[config.mk]
export PLATFORM = sky130hd
export DESIGN_NAME = wb_rambus_arbiter
export DESIGN_NICKNAME = d
export VERILOG_FILES = /design/src/rtl/rambus_pkg.sv /design/src/rtl/rr_picker.sv /design/src/rtl/wb_rambus_arbiter.sv
export SDC_FILE = /design/constraint.sdc
export NUM_CORES = 1
export LEC_CHECK = 0
export ABC_AREA = 1
export BUFFER_PORTS_ARGS = -buffer_cell sky130_fd_sc_hd__buf_4
export CAP_MARGIN = 20
export CORE_AREA = 5 5 128 130
export CTS_CLUSTER_SIZE = 24
export DETAILED_ROUTE_END_ITERATION = 8
export DIE_AREA = 0 0 133 135
export SETUP_SLACK_MARGIN = 0.5
export SYNTH_ARGS = -nofsm -noshare
export SYNTH_HDL_FRONTEND = slang
export SYNTH_HIERARCHICAL = 1
export SYNTH_SLANG_ARGS = --single-unit
[constraint.sdc]
create_clock -name wb_clk_i -period 1.8 [get_ports wb_clk_i]
set_input_delay 0.09 -clock wb_clk_i [delete_from_list [all_inputs] [get_ports wb_clk_i]]
set_output_delay 0.09 -clock wb_clk_i [all_outputs]
set_load 0.03 [all_outputs]
[src/rtl/rambus_pkg.sv]
// rtl/rambus_pkg.sv - shared rambus widths and arbiter state encoding
package rambus_pkg;

  localparam int RAMBUS_ADR_W = 10;
  localparam int RAMBUS_DAT_W = 32;
  localparam int RAMBUS_SEL_W = 4;
  localparam int TOCNT_W      = 8;

  typedef enum logic [1:0] {
    IDLE  = 2'd0,
    BUSY  = 2'd1,
    ABORT = 2'd2
  } arb_state_e;

endpackage

[src/rtl/rr_picker.sv]
// rtl/rr_picker.sv - combinational round-robin picker, search starts after i_last
module rr_picker #(
  parameter int N  = 4,
  parameter int LW = (N > 1) ? $clog2(N) : 1
) (
  input  logic [N-1:0]  i_req,
  input  logic [LW-1:0] i_last,
  output logic [N-1:0]  o_grant
);

  always_comb begin
    logic [LW-1:0] w_idx;
    logic          w_found;
    o_grant = '0;
    w_found = 1'b0;
    w_idx   = '0;
    for (int i = 1; i <= N; i++) begin
      w_idx = LW'((int'(i_last) + i) % N);
      if (!w_found && i_req[w_idx]) begin
        o_grant[w_idx] = 1'b1;
        w_found        = 1'b1;
      end
    end
  end

endmodule

[src/rtl/wb_rambus_arbiter.sv]
// rtl/wb_rambus_arbiter.sv - round-robin Wishbone arbiter onto the OpenRAM rambus port
// A granted transfer that stalls for TIMEOUT_CYCLES strobed cycles is aborted.
module wb_rambus_arbiter
  import rambus_pkg::*;
#(
  parameter int NUM_MASTERS    = 4,
  parameter int TIMEOUT_CYCLES = 255
) (
  input  logic                              wb_clk_i,
  input  logic                              wb_rst_i,
  input  logic [NUM_MASTERS-1:0]            enable_i,
  input  logic [NUM_MASTERS-1:0]            m_cyc_i,
  input  logic [NUM_MASTERS-1:0]            m_stb_i,
  input  logic [NUM_MASTERS-1:0]            m_we_i,
  input  logic [RAMBUS_SEL_W*NUM_MASTERS-1:0] m_sel_i,
  input  logic [RAMBUS_ADR_W*NUM_MASTERS-1:0] m_adr_i,
  input  logic [RAMBUS_DAT_W*NUM_MASTERS-1:0] m_dat_i,
  output logic [NUM_MASTERS-1:0]            m_ack_o,
  output logic [NUM_MASTERS-1:0]            m_err_o,
  output logic [RAMBUS_DAT_W-1:0]           m_dat_o,
  output logic                              s_cyc_o,
  output logic                              s_stb_o,
  output logic                              s_we_o,
  output logic [RAMBUS_SEL_W-1:0]           s_sel_o,
  output logic [RAMBUS_ADR_W-1:0]           s_adr_o,
  output logic [RAMBUS_DAT_W-1:0]           s_dat_o,
  input  logic                              s_ack_i,
  input  logic [RAMBUS_DAT_W-1:0]           s_dat_i,
  output logic [NUM_MASTERS-1:0]            grant_o,
  output logic [TOCNT_W-1:0]                timeout_cnt_o
);

  localparam int LW = (NUM_MASTERS > 1) ? $clog2(NUM_MASTERS) : 1;

  arb_state_e             r_state;
  logic [NUM_MASTERS-1:0] r_grant;
  logic [LW-1:0]          r_last;
  logic [TOCNT_W-1:0]     r_wait;
  logic [TOCNT_W-1:0]     r_aborts;

  logic [NUM_MASTERS-1:0]  w_req;
  logic [NUM_MASTERS-1:0]  w_pick;
  logic [LW-1:0]           w_gidx;
  logic                    w_cyc;
  logic                    w_stb;
  logic                    w_we;
  logic                    w_en;
  logic [RAMBUS_SEL_W-1:0] w_sel;
  logic [RAMBUS_ADR_W-1:0] w_adr;
  logic [RAMBUS_DAT_W-1:0] w_dat;
  logic                    w_busy;
  logic                    w_stall;
  logic                    w_timeout;

  assign w_req = m_cyc_i & m_stb_i & enable_i;

  rr_picker #(
    .N  (NUM_MASTERS),
    .LW (LW)
  ) u_picker (
    .i_req   (w_req),
    .i_last  (r_last),
    .o_grant (w_pick)
  );

  // One-hot select of the granted master's signals and its index.
  always_comb begin
    w_gidx = '0;
    w_cyc  = 1'b0;
    w_stb  = 1'b0;
    w_we   = 1'b0;
    w_en   = 1'b0;
    w_sel  = '0;
    w_adr  = '0;
    w_dat  = '0;
    for (int k = 0; k < NUM_MASTERS; k++) begin
      if (r_grant[k]) begin
        w_gidx = LW'(k);
        w_cyc  = m_cyc_i[k];
        w_stb  = m_stb_i[k];
        w_we   = m_we_i[k];
        w_en   = enable_i[k];
        w_sel  = m_sel_i[k*RAMBUS_SEL_W +: RAMBUS_SEL_W];
        w_adr  = m_adr_i[k*RAMBUS_ADR_W +: RAMBUS_ADR_W];
        w_dat  = m_dat_i[k*RAMBUS_DAT_W +: RAMBUS_DAT_W];
      end
    end
  end

  assign w_busy    = (r_state == BUSY);
  assign w_stall   = w_busy && w_stb && !s_ack_i;
  assign w_timeout = w_stall && (r_wait == TOCNT_W'(TIMEOUT_CYCLES - 1));

  assign s_cyc_o       = w_busy && w_cyc;
  assign s_stb_o       = w_busy && w_stb;
  assign s_we_o        = w_busy && w_we;
  assign s_sel_o       = w_busy ? w_sel : '0;
  assign s_adr_o       = w_busy ? w_adr : '0;
  assign s_dat_o       = w_busy ? w_dat : '0;
  assign m_ack_o       = (w_busy && s_ack_i) ? r_grant : '0;
  assign m_err_o       = w_timeout ? r_grant : '0;
  assign m_dat_o       = s_dat_i;
  assign grant_o       = r_grant;
  assign timeout_cnt_o = r_aborts;

  always_ff @(posedge wb_clk_i) begin
    if (wb_rst_i) begin
      r_state  <= IDLE;
      r_grant  <= '0;
      r_last   <= LW'(NUM_MASTERS - 1);
      r_wait   <= '0;
      r_aborts <= '0;
    end else begin
      unique case (r_state)
        IDLE: begin
          if (|w_req) begin
            r_grant <= w_pick;
            r_wait  <= '0;
            r_state <= BUSY;
          end
        end
        BUSY: begin
          // An ack in the threshold cycle keeps w_timeout low, so the ack wins.
          if (w_timeout) begin
            r_state <= ABORT;
            r_wait  <= '0;
            if (r_aborts != '1) r_aborts <= r_aborts + 1'b1;
          end else if (!w_cyc || !w_en) begin
            r_state <= IDLE;
            r_grant <= '0;
            r_last  <= w_gidx;
          end else if (s_ack_i) begin
            r_wait <= '0;
          end else if (w_stall) begin
            r_wait <= r_wait + 1'b1;
          end
        end
        ABORT: begin
          if (!w_cyc) begin
            r_state <= IDLE;
            r_grant <= '0;
            r_last  <= w_gidx;
          end
        end
        default: begin
          r_state <= IDLE;
          r_grant <= '0;
        end
      endcase
    end
  end

endmodule

### Word level (Yosys, flattened, before mapping)

Cells that the tools add are included.

| storage, ports and cells | value |
|---|---|
| bits in registers | 24 |
| input port bits | 235 |
| output and inout port bits | 101 |
| word-level logic and storage cells | 143 |

| cells by class | value |
|---|---|
| bitwise logic cells | 5 |
| muxes and demuxes | 79 |
| equal/unequal tests | 11 |
| $lt $le $gt $ge | 8 |
| reductions and logical operators | 29 |
| add/sub/neg operators | 6 |

Operator list:

| cell | number |
|---|---|
| 32-bit two-way mux | 5 |
| 4-bit two-way mux | 15 |
| 10-bit two-way mux | 5 |
| 8-bit two-way mux | 5 |
| 1-bit two-way mux | 28 |
| 2-bit two-way mux | 9 |
| 8-bit by 1-bit adder with 8-bit output, second input constant | 2 |
| 8-bit case mux with 2 select lines | 1 |
| 1-bit logical AND | 13 |
| 2-bit by 3-bit less-than comparator with 1-bit output, second input constant | 4 |
| 4-bit bitwise OR | 3 |
| 4-bit case mux with 3 select lines | 1 |
| 4-bit AND reduction | 3 |
| 4-bit bitwise AND | 2 |
| 1-bit binary-select mux with 2-bit select | 4 |
| 1-bit demux with 2-bit select | 4 |
| 8-bit equality test, second input constant | 1 |
| 2-bit by 1-bit >= comparator with 1-bit output, second input constant | 4 |
| 8-bit != test, second input constant | 1 |
| 1-bit logical NOT | 6 |
| 2-bit != test, second input constant | 3 |
| 2-bit case mux with 3 select lines | 1 |
| 3-bit AND reduction | 2 |
| 2-bit by 1-bit adder with 2-bit output, second input constant | 2 |
| other kinds (12) | 14 |

### Longest topological paths before layout

| depth | value |
|---|---|
| depth after elaboration | 16 |
| gate-level depth with buffers | 14 |
| mapped depth without buffers | 14 |

### By module

The synthesis kept the hierarchy.

By module, submodules not included:

| module | cells an instance | seq. area each (µm²) | times used | area an instance (µm²) |
|---|---|---|---|---|
| wb_rambus_arbiter | 490 | 480.5 | 1 | 3083.0 |
| rr_picker | 75 | 0.0 | 1 | 421.7 |

### Least setup slack after synthesis

No wires, ideal clock.

| path | value |
|---|---|
| path type | reg2out |
| start point | reg r_grant[1], in the netlist grant_o[1] |
| end point | out s_dat_o[10] |
| path buffers | 3 |
| required time | 1.710 ns |
| cell stages (with the launch flop) | 6 |
| data arrival time | 1.926 ns |
| setup slack | -0.216 ns |
| cells stage by stage | dfxtp_1 buf_2 clkbuf_1 clkbuf_1 a22oi_1 a21oi_1 |

| between the ends | value |
|---|---|
| word-level cells in the longest chain between the ends | 4 |

Ends and longest elaborated chain:

| element | line | source |
|---|---|---|
| from (decl) | wb_rambus_arbiter.sv:36 | `logic [NUM_MASTERS-1:0] r_grant;` |
| from (signal assigned) | wb_rambus_arbiter.sv:117 | `r_grant <= w_pick;` |
| 32-bit two-way mux (3 in a row) | wb_rambus_arbiter.sv:77 | `if (r_grant[k]) begin` |
| 32-bit two-way mux | wb_rambus_arbiter.sv:99 | `assign s_dat_o = w_busy ? w_dat : '0;` |
| to (decl) | wb_rambus_arbiter.sv:26 | `output logic [RAMBUS_DAT_W-1:0] s_dat_o,` |

Every way passes these cells.

### Final worst setup path

| path | value |
|---|---|
| start point | reg r_grant[0], in the netlist grant_o[0] |
| end point | out s_dat_o[18] |

| between the ends | value |
|---|---|
| word-level cells in the longest chain between the ends | 5 |

Ends and longest elaborated chain:

| element | line |
|---|---|
| 32-bit two-way mux (4 in a row) | wb_rambus_arbiter.sv:77 |
| 32-bit two-way mux | wb_rambus_arbiter.sv:99 |

Every way passes these cells.

==> flow_metrics.py <==
metrics = {
    "worst_setup_path": {
        "cpPeakStageDelay_ps": 360,
        "worstSetupPathType": "flip-flop to primary output",
        "start_kind": "flip-flop",
        "arrival_ps": 1610,
        "cp_top_family": "buffers and inverters",
        "path_cells": "inv_4, nor2_4, buf_12, buf_6, buf_16, a22oi_2, a21oi_4, buf_6",
        "cp.buffers_inverters": 5,
        "critPathRequiredTime_ps": 1710,
        "crit_top_cell": "buf_6",
        "slowest_stage": "dfxtp_4",
        "crit_path_end_kind": "primary output",
        "crit_path_max_fanout": 7,
    },
    "detailed_routing": {
        "dr.pass1.iters": 4,
        "drtIter0Drc": 306,
        "drc": 0,
        "antenna_left": 0,
        "via_per_inst": 5.21,
        "routedWlPerCell_um": 21.2,
        "vias": 5511,
        "drt_wl_total_mm": 22.4,
    },
    "clocking": {
        "cts_max_level": 1,
        "ctsHoldBuffers": 0,
        "insertion_delay_ps": 260,
        "root_buffer": "clkbuf_16",
        "clockBufferDepth": 2,
        "clkTransAtPathRegs_ps": 70,
        "cts_made_buffers": 3,
        "clock_sinks": 24,
        "cts_tree": "built",
    },
    "floorplan": {
        "core_area_mm2": 0.0150,
        "die_area_mm2": 0.0180,
        "fp.dieW_um": 133,
        "initial_core_util": 0.233,
        "fp-row-count": 45,
        "die_h_um": 135,
        "ios": 336,
    },
    "power_and_ir_drop": {
        "power.total_w": 0.00592,
        "p_comb_frac": 0.791,
        "clockPowerShare": 0.093,
        "ir_drop_mv": 0.399,
        "p_sw_w": 0.00276,
        "p_per_area_mw_per_mm2": 711,
        "seqPwrFrac": 0.116,
        "swShare": 0.466,
        "p_int_w": 0.00316,
        "power.leakage_nw": 3.53,
    },
    "min_path": {
        "hold_path_class": "input pin to flip-flop",
    },
    "cells_and_area": {
        "diodes": 0,
        "area_growth_pct": 138,
        "final_core_utilization": 0.554,
        "fin_nets": 1117,
        "drive_gt1_frac": 0.684,
        "fillCellCount": 1358,
    },
    "flow_run": {
        "cap_violations": 0,
    },
    "sta": {
        "setup_violations": 0,
        "max_freq_mhz": 587,
        "max_slew.worst_pin.slew_ps": 688,
        "hold_viol": 0,
        "skew_ps": 8.66,
        "rsz0062_at_grt": "yes",
        "fin_ws_ps": 96.6,
        "slew_headroom": 0.541,
        "drv_slew": 0,
        "fin_hold_ws_ps": 19.7,
        "setup-tns-final_ps": 0,
        "period_needed_ps": 1700,
        "period_share": 0.946,
    },
    "yosys": {
        "syn_nets": 811,
        "synth_edf_count": 0,
        "ys_top_cells_by_count": "nand2_1, a21oi_1, nand3_1, inv_1",
        "synth_area_per_cell_um2": 6.20,
        "ys_seq_elements": 24,
        "synth.largest_area_cell": "dfxtp_1",
        "synth_cells": 565,
        "ys_types": 32,
        "synthArstFlopShare": 0,
        "syn-cell-area_mm2": 0.00350,
        "synth_most_common_cell": "nand2_1",
        "synth_top_area_frac": 0.137,
        "yosysSeqAreaShare": 0.137,
        "ys.flop_type": "dfxtp_1",
        "synth-warning-count": 6,
        "synth_area_leaders": "dfxtp_1, o221ai_1, nand2_1",
    },
    "global_routing": {
        "grt_pass1_vias": 5380,
        "grt_overflow": 0,
        "grt_pass1_wl_mm": 31.9,
        "grt_util_all_layers": 0.225,
        "grt_max_degree": 38,
        "antenna_found_initial": 0,
    },
    "placement": {
        "gp_congestion": 0.867,
        "pre_cts_ws_ps": 142,
        "dp_hpwl_mm": 15.0,
        "port_buffers": 271,
    },
    "outcome": {
        "status": "finished clean",
    },
}
[placed cells by master (no fill, tap or decap), drive strengths merged, types with 3 or more instances in the layout]
master  count
a22oi      47
o221ai     47
nand2     101
nor2       53
nand3b      5
buf       364
inv        54
xor2        5
dfxtp      24
nand4      10
a21oi      62
clkbuf      8
nand3      61
nor3        3
ha         11
o21ai      11
[per-layer routing]
layer,GRT usage,up-vias,part of all wire
met5,0,-,0
met4,0.0560,0,0.028
met3,0.0473,40,0.067
met2,0.411,215,0.53
met1,0.269,2635,0.38
li1,-,2621,-
[path summary, 6_finish.rpt]
kind                                  from                            end  slack [ps]  cells after the start
min                               wb_rst_i  timeout_cnt_o[4]$_SDFFE_PP0P_          20                      2
max                grant_o[0]$_SDFFE_PP0P_                    s_dat_o[18]         100                      8
min reg2reg  timeout_cnt_o[0]$_SDFFE_PP0P_  timeout_cnt_o[0]$_SDFFE_PP0P_         490                      1
max reg2reg         r_wait[7]$_SDFFE_PP0P_  timeout_cnt_o[2]$_SDFFE_PP0P_         140                     10
[cell type report]
class	instances	area, µm²	share of cell area
Clock buffer	4	88.8	0.0107
Tap cell	188	235	0.0283
Multi-Input combinational cell	419	3600	0.433
Sequential cell	24	531	0.0637
Timing Repair Buffer	368	3630	0.436
Inverter	55	238	0.0286
[state kept, by name (all words and copies together) (netlist names)]
register       flops
r_wait             8
grant_o            4
r_state            2
timeout_cnt_o      8
r_last             2
[power by group through the flow]
stage	Clock, W	Combinational, W	Sequential, W
detailed placement	0	0.00308	0.000695
floorplan	0	0.00220	0.000720
global route	0.000591	0.00494	0.000695
finish	0.000550	0.00469	0.000687
CTS	0.000562	0.00415	0.000685
global placement	0	0.00308	0.000693
[what timing repair did]
action | in CTS | in global routing
setup buffers | 30 | 18
endpoints found under the setup margin | 82 | 81
gates cloned | 16 | 5
pin swaps | 26 | 46
gates resized for setup | 134 | 95
[logic make-up after synthesis]
group / after synthesis / share of synthesized area
flops: 24 / 0.137
compound gates: 169 / 0.330
fa+ha+maj: 11 / 0.0393
buf+inv: 123 / 0.171
simple gates: 232 / 0.308
xor+xnor: 6 / 0.0150
[through the flow]
stage,std cells,cell area (µm²)
finish,1058,8320
floorplan,565,4320
CTS,1035,7650
global route,1058,8320
detailed placement,985,6270
global placement,985,6270
Power figures use the tool's default switching activity.
